**src/rtl/uart_string_parser.sv**
```systemverilog
// Purpose : extract the payload of "&&" payload "&&" frames from a UART byte stream.
// Latency : rx_done/rx_err pulse one cycle after the strobe of the terminating/offending byte.
// Backpr. : none; rx_vld is a strobe. Bytes arriving in the DONE/ERR cycle are dropped.
//
// Ports:
//   sys_clk    - sole clock, rising edge
//   sys_rst_n  - asynchronous active-low reset
//   rx_data    - received byte, qualified by rx_vld
//   rx_vld     - one-cycle strobe from the UART byte receiver
//   rx_string  - last completed payload, byte k at bits [8k+7:8k], zero above rx_length
//   rx_length  - payload byte count of the last completed frame
//   rx_busy    - high while a frame is being received
//   rx_done    - one-cycle pulse: rx_string/rx_length hold a new frame
//   rx_err     - one-cycle pulse: frame aborted (bad terminator, overflow or gap timeout)
module uart_string_parser #(
  parameter int MAX_LEN     = 128,
  parameter int TIMEOUT_CLK = 100_000
) (
  input  logic                   sys_clk,
  input  logic                   sys_rst_n,
  input  logic [7:0]             rx_data,
  input  logic                   rx_vld,
  output logic [MAX_LEN*8-1:0]   rx_string,
  output logic [7:0]             rx_length,
  output logic                   rx_busy,
  output logic                   rx_done,
  output logic                   rx_err
);

  localparam logic [7:0] AMP   = 8'h26;
  localparam int         GAP_W = $clog2(TIMEOUT_CLK + 1);

  typedef enum logic [2:0] {
    IDLE,
    SOF1,
    PAYLOAD,
    EOF1,
    DONE,
    ERR
  } state_t;

  state_t               state;
  state_t               state_nxt;
  logic [MAX_LEN*8-1:0] work_buf;
  logic [7:0]           byte_cnt;
  logic [GAP_W-1:0]     gap_cnt;

  logic in_frame;
  logic is_amp;
  logic buf_full;
  logic gap_expire;
  logic frame_start;
  logic store_en;

  assign in_frame = (state == SOF1) || (state == PAYLOAD) || (state == EOF1);
  assign is_amp   = (rx_data == AMP);
  assign buf_full = (byte_cnt == 8'(MAX_LEN));

  // The gap counter would reach TIMEOUT_CLK on this edge; checking the
  // incremented value lets rx_err follow the last idle cycle directly.
  assign gap_expire = in_frame && !rx_vld && (gap_cnt == GAP_W'(TIMEOUT_CLK - 1));

  assign frame_start = (state == SOF1) && rx_vld && is_amp && !gap_expire;
  assign store_en    = (state == PAYLOAD) && rx_vld && !is_amp && !buf_full;

  // Next-state logic
  always_comb begin
    state_nxt = state;
    case (state)
      IDLE: begin
        if (rx_vld && is_amp) state_nxt = SOF1;
      end
      SOF1: begin
        if (gap_expire)  state_nxt = ERR;
        else if (rx_vld) state_nxt = is_amp ? PAYLOAD : IDLE;
      end
      PAYLOAD: begin
        if (gap_expire) begin
          state_nxt = ERR;
        end else if (rx_vld) begin
          if (is_amp)        state_nxt = EOF1;
          else if (buf_full) state_nxt = ERR;
        end
      end
      EOF1: begin
        if (gap_expire)  state_nxt = ERR;
        else if (rx_vld) state_nxt = is_amp ? DONE : ERR;
      end
      DONE:    state_nxt = IDLE;
      ERR:     state_nxt = IDLE;
      default: state_nxt = IDLE;
    endcase
  end

  always_ff @(posedge sys_clk or negedge sys_rst_n) begin
    if (!sys_rst_n) state <= IDLE;
    else            state <= state_nxt;
  end

  // Inter-byte gap counter: only runs inside a frame, restarts on every byte.
  always_ff @(posedge sys_clk or negedge sys_rst_n) begin
    if (!sys_rst_n)              gap_cnt <= '0;
    else if (!in_frame || rx_vld) gap_cnt <= '0;
    else                          gap_cnt <= gap_cnt + 1'b1;
  end

  // Working buffer: cleared at start of frame so unwritten bytes read as zero.
  always_ff @(posedge sys_clk or negedge sys_rst_n) begin
    if (!sys_rst_n) begin
      work_buf <= '0;
      byte_cnt <= '0;
    end else if (frame_start) begin
      work_buf <= '0;
      byte_cnt <= '0;
    end else if (store_en) begin
      for (int k = 0; k < MAX_LEN; k++) begin
        if (byte_cnt == 8'(k)) work_buf[k*8 +: 8] <= rx_data;
      end
      byte_cnt <= byte_cnt + 8'd1;
    end
  end

  // Published frame is captured on the edge entering DONE so it is valid
  // in the same cycle rx_done is high, and held until the next good frame.
  always_ff @(posedge sys_clk or negedge sys_rst_n) begin
    if (!sys_rst_n) begin
      rx_string <= '0;
      rx_length <= '0;
    end else if (state_nxt == DONE) begin
      rx_string <= work_buf;
      rx_length <= byte_cnt;
    end
  end

  assign rx_busy = in_frame;
  assign rx_done = (state == DONE);
  assign rx_err  = (state == ERR);

endmodule

```
**config.mk**
```make
export PLATFORM = sky130hd
export DESIGN_NAME = uart_string_parser
export DESIGN_NICKNAME = d
export VERILOG_FILES = /design/src/rtl/uart_string_parser.sv
export SDC_FILE = /design/constraint.sdc
export NUM_CORES = 2
export LEC_CHECK = 0
export BUFFER_PORTS_ARGS = -buffer_cell sky130_fd_sc_hd__buf_4
export CORE_AREA = 2 2 412 414
export CTS_BUF_LIST = sky130_fd_sc_hd__clkbuf_4 sky130_fd_sc_hd__clkbuf_8 sky130_fd_sc_hd__clkbuf_16
export DETAILED_ROUTE_END_ITERATION = 7
export DIE_AREA = 0 0 414 416
export PLACE_DENSITY = 0.65
export SLEW_MARGIN = 15
export SYNTH_ARGS = -nofsm -noshare
export SYNTH_HDL_FRONTEND = slang
export SYNTH_SLANG_ARGS = --single-unit
```
**constraint.sdc**
```tcl
create_clock -name sys_clk -period 3.7 [get_ports sys_clk]
set_clock_uncertainty 0.05 [all_clocks]
set_input_delay 0.555 -clock sys_clk [delete_from_list [all_inputs] [get_ports sys_clk]]
set_output_delay 0.555 -clock sys_clk [all_outputs]
set_load 0.05 [all_outputs]
```
==> summary by stage <==
Floorplanning
For this configuration, the core starts out at a cell density of between 40% and 50%. The die boundary height is between 400 and 500 um. The number of standard-cell rows in the floorplan is 151. The die covers 172000 um2. During I/O placement, the number of pins put on the boundary was 1046.

The die outline width is 414 um. The core area is 168000 um2.

Power
The internal portion of the total power is 36.0 mW. The maximum ir drop on the vdd rail is about 0.52 mV. For this design the static power due to leakage is between 50 and 60 nW. The proportion of total power due to net switching is 21.5%.

The switching power total is 9.88 mW. For this design the ratio of total power to cell area is around 460 nW/um2. Combinational logic burns 2.0% of the power. Sequential cells account for between 40% and 50% of the total power. The clock network fraction of design power is 48.3%.

Synth
Of the total synthesized cell area, the portion taken by AND, OR, NAND and NOR gates is 9.18%. The commonest register cell after synthesis is sky130_fd_sc_hd__dfrtp_1. The fraction of post-synthesis cell area in the top cell type by area is 64.2%. Of all cell types, the one taking the most synthesized area is sky130_fd_sc_hd__dfrtp_1. The number of warning messages in the yosys log is 0. The cell count after synthesis is 7004. Of the total synthesized cell area, the portion taken by XOR and XNOR cells is less than 1%. In this run, synthesis inferred 0 flip-flops with an integrated enable. The total of flip-flops plus latches after synthesis is 2084. The post-synthesis cell area is 81200 um2. After synthesis, the netlist uses 50 different library cells. The synthesized netlist devotes 0.0770% of its cell area to adder and majority cells.

The mean instance size in the synthesized netlist is around 12 um2. The dominant combinational cell family by area after synthesis is multiplexers. The mux share of post-synthesis cell area is 14.8%. By area the synthesized netlist is led by sky130_fd_sc_hd__dfrtp_1, sky130_fd_sc_hd__nand2_1, sky130_fd_sc_hd__mux2_2, sky130_fd_sc_hd__mux2_1, sky130_fd_sc_hd__o21ai_0. The register area share after synthesis is 64.2%. Summing the areas of all compound-gate instances in the mapped netlist gives 8.23% of the synthesized area. The number of nets in the synthesized netlist is roughly 7000. The share of flip-flops with an asynchronous set or reset is 100%.

Run status
The run finished with clean final reports.

STA
In this run the tightest slew margin relative to its limit is 27.7%. The slew at the pin with the worst max-slew slack is 1.08 ns. The final critical path time including I/O delays and setup is 3.38 ns. Setup total negative slack on the finished layout was measured at 0 ns. The number of failing hold endpoints at the final stage is 0. Setup repair after global routing left no endpoint under its margin. The final count of negative-setup-slack endpoints is 0. The final count of pins violating max slew was 0. The share of the clock period used by the worst path is 91.3%. For this run, the top clock speed supported by timing is 296 MHz.

Layout
The utilization after layout is 59.7%. The net count of the finished layout is 8066. Compared with the post-synthesis result, the final layout area differs by 23.5%. In the final layout, the share of cells above drive strength 1 is 28.7%. The count of filler cells inserted in the layout is 13670.

Clocking
TritonCTS built the clock tree. CTS built an H-tree with a depth of 4. For this design, the CTS-stage hold fixing added 3 buffers.

After clock tree synthesis, the setup repair step added 0 buffers. The worst-case clock buffer depth is 3. CTS placed an instance of sky130_fd_sc_hd__clkbuf_16 at the clock tree root. The number of clock buffers added by TritonCTS is between 200 and 250. Gates resized during post-CTS repair numbered 0. The clock insertion delay at the later pin of the skew report is 0.88 ns.

Clock-pin slew was measured on the worst setup and hold paths at 0.06 ns. The count of clock tree sinks is 2084.

Worst setup path
The critical path is of the register to register type. STA puts the critical path data arrival time at 4.06 ns. STA classifies the critical path startpoint as a register. The worst reg-to-reg path cell count is 10. The worst setup path is captured at a register.

In this run the worst path has a maximum fanout of between 50 and 60. STA puts the critical path data required time at 4.39 ns.

Routing
The number of design rule violations left after detail routing is 0. The wire length after detailed routing is 256000 um. In this run, the number of DRC markers left after iteration 0 of detailed routing was 4580. The residual antenna-violating net count after detailed routing is 0. The first TritonRoute pass finished after 5 iterations. The via count is 57706. The average detailed-routed wire length per instance is between 20 and 25 um.

Dividing the detail-routed via count by the number of cells gives 5.53.

GRT
The number of global-route vias before repair was 57741. The initial antenna violation count is 10. The total global routing track utilization is 29.3%. Global routing finished with a remaining overflow of 0. Entering global routing, the biggest net connects 152 pins. The wire length of the first global-routing pass is between 300000 and 400000 um.

Run
The tool flagged a number of max-cap violations equal to 0.

Hold path
The worst hold path class is primary input to register. Counting instances, the worst hold path has a depth of 4.

Placement
The global placement routability congestion is about 0.83. Detailed placement finished with a half-perimeter wire length of roughly 170000 um. The count of input and output buffers is roughly 1000.
stage by stage:
step | total power [mW] | cell area [um2] | std cells | worst slack (ns) | hold WS (ns)
floorplan | 23.4 | 81200 | 7004 | 0.787 | 0.209
global placement | 24.2 | 93000 | 10053 | 0.284 | 0.406
detailed placement | 24.2 | 93000 | 10053 | 0.239 | 0.416
CTS | 46.3 | 100000 | 10438 | 0.363 | 0.176
global route | 47.3 | 100000 | 10438 | 0.180 | 0.226
finish | 45.9 | 100000 | 10439 | 0.324 | 0.227
cells by family after synthesis:
family,after synthesis
buffers and inverters,569
AO/OA/AOI/OAI,1326
flip-flops,2084
AND/OR/NAND/NOR,1928
multiplexers,1074
adder cells (fa/ha/maj),5
XOR/XNOR,18
worst max-delay path, stage by stage, from the launching register on:
cell and delay (ns):
sky130_fd_sc_hd__dfrtp_1 0.41, sky130_fd_sc_hd__inv_1 0.15, sky130_fd_sc_hd__ha_1 0.28, sky130_fd_sc_hd__or3b_2 0.48
sky130_fd_sc_hd__and4b_1 0.36, sky130_fd_sc_hd__and4b_1 0.22, sky130_fd_sc_hd__a21oi_1 0.08, sky130_fd_sc_hd__nand4b_4 0.18
sky130_fd_sc_hd__buf_12 0.24, sky130_fd_sc_hd__buf_12 0.34, sky130_fd_sc_hd__mux2_1 0.37
worst paths after layout:
| check | from | end | slack, ns |
|---|---|---|---|
| max | byte_cnt[0]$_DFFE_PN0P_ | rx_string[725]$_DFFE_PN0N_ | 0.32 |
| min reg2reg | gap_cnt[0]$_DFF_PN0_ | gap_cnt[0]$_DFF_PN0_ | 0.43 |
| max in group asynchronous | sys_rst_n | rx_string[840]$_DFFE_PN0N_ | 1.98 |
| min | rx_data[3] | work_buf[43]$_DFFE_PN0P_ | 0.23 |
| max reg2reg | byte_cnt[0]$_DFFE_PN0P_ | rx_string[725]$_DFFE_PN0N_ | 0.32 |
| min in group asynchronous | sys_rst_n | rx_string[271]$_DFFE_PN0N_ | 0.30 |
routing by layer:
metal	part of all wire (%)	vias to the layer above	global-route usage [%]
met5	0.011	-	0
met4	6.7	4	17.6
met3	7.3	552	7.43
li1	-	25542	-
met2	46	1996	45.0
met1	40	29612	37.6
cells in the final DEF, fill, tap and decap left out, types with 2 or more instances in the layout:
cell and count:
sky130_fd_sc_hd__nand3_1 15, sky130_fd_sc_hd__nor2_1 196, sky130_fd_sc_hd__clkinv_16 2, sky130_fd_sc_hd__buf_12 79, sky130_fd_sc_hd__nand2_1 1650, sky130_fd_sc_hd__ha_1 5
sky130_fd_sc_hd__o21ai_0 952, sky130_fd_sc_hd__clkbuf_16 212, sky130_fd_sc_hd__dlygate4sd3_1 3, sky130_fd_sc_hd__and4_1 3, sky130_fd_sc_hd__buf_4 1307, sky130_fd_sc_hd__inv_16 4
sky130_fd_sc_hd__or3_1 4, sky130_fd_sc_hd__dfrtp_1 2084, sky130_fd_sc_hd__nor3_1 2, sky130_fd_sc_hd__clkbuf_8 55, sky130_fd_sc_hd__bufinv_16 15, sky130_fd_sc_hd__o21ai_1 17
sky130_fd_sc_hd__inv_1 5, sky130_fd_sc_hd__clkinv_8 4, sky130_fd_sc_hd__clkbuf_4 53, sky130_fd_sc_hd__and4b_1 2, sky130_fd_sc_hd__nand3_2 4, sky130_fd_sc_hd__nand2_2 16
sky130_fd_sc_hd__clkinv_2 30, sky130_fd_sc_hd__and3_1 5, sky130_fd_sc_hd__a21oi_1 348, sky130_fd_sc_hd__mux2_2 552, sky130_fd_sc_hd__and2_1 3, sky130_fd_sc_hd__mux2_1 480
sky130_fd_sc_hd__inv_6 4, sky130_fd_sc_hd__xor2_1 15, sky130_fd_sc_hd__buf_6 8, sky130_fd_sc_hd__nor2b_1 6, sky130_fd_sc_hd__a2111oi_2 2, sky130_fd_sc_hd__mux2i_1 42
sky130_fd_sc_hd__xnor2_1 3, sky130_fd_sc_hd__nand4_1 6, sky130_fd_sc_hd__or4_4 2, sky130_fd_sc_hd__clkinvlp_4 2
Yosys cell counts, types with 2 or more instances:
| cell | count |
|---|---|
| sky130_fd_sc_hd__dfrtp_1 | 2084 |
| sky130_fd_sc_hd__nand2_1 | 1666 |
| sky130_fd_sc_hd__o21ai_0 | 952 |
| sky130_fd_sc_hd__mux2_2 | 552 |
| sky130_fd_sc_hd__mux2_1 | 480 |
| sky130_fd_sc_hd__clkbuf_1 | 368 |
| sky130_fd_sc_hd__a21oi_1 | 348 |
| sky130_fd_sc_hd__nor2_1 | 196 |
| sky130_fd_sc_hd__buf_2 | 124 |
| sky130_fd_sc_hd__buf_6 | 53 |
| sky130_fd_sc_hd__mux2i_1 | 42 |
| sky130_fd_sc_hd__nand3_1 | 20 |
| sky130_fd_sc_hd__buf_1 | 18 |
| sky130_fd_sc_hd__o21ai_1 | 17 |
| sky130_fd_sc_hd__xor2_1 | 15 |
| sky130_fd_sc_hd__nand4_1 | 6 |
| sky130_fd_sc_hd__nor2b_1 | 6 |
| sky130_fd_sc_hd__and3_1 | 5 |
| sky130_fd_sc_hd__ha_1 | 5 |
| sky130_fd_sc_hd__inv_1 | 5 |
| sky130_fd_sc_hd__or3_1 | 4 |
| sky130_fd_sc_hd__and2_1 | 3 |
| sky130_fd_sc_hd__and4_1 | 3 |
| sky130_fd_sc_hd__xnor2_1 | 3 |
| sky130_fd_sc_hd__a2111oi_2 | 2 |
| sky130_fd_sc_hd__and4b_1 | 2 |
| sky130_fd_sc_hd__nor3_1 | 2 |
cell type report:
class | count | area (um2) | area share [%]
inverter | 5 | 18.8 | 0.0187
timing repair buffer | 1398 | 11500 | 11.5
tap | 2218 | 2780 | 2.77
multi-input combinational | 4351 | 26500 | 26.4
clock inverter | 62 | 865 | 0.862
sequential | 2084 | 52200 | 52.0
clock buffer | 320 | 6460 | 6.44
antenna | 1 | 2.50 | 0.00249
power by group through the flow:
stage / Sequential, mW / Combinational, mW / Clock [mW]
2_1_floorplan: 23.2 / 0.164 / 0
3_3_place_gp: 23.2 / 0.949 / 0
3_5_place_dp: 23.2 / 0.962 / 0
4_1_cts: 22.8 / 0.965 / 22.5
5_1_grt: 22.8 / 1.04 / 23.4
6_report: 22.8 / 0.939 / 22.2
sequential cells by signal, indices dropped and copies added (netlist names):
signal	flops
rx_length	8
gap_cnt	17
state	3
byte_cnt	8
rx_string	1024
work_buf	1024
No activity file was read; power rests on OpenSTA's default activity.
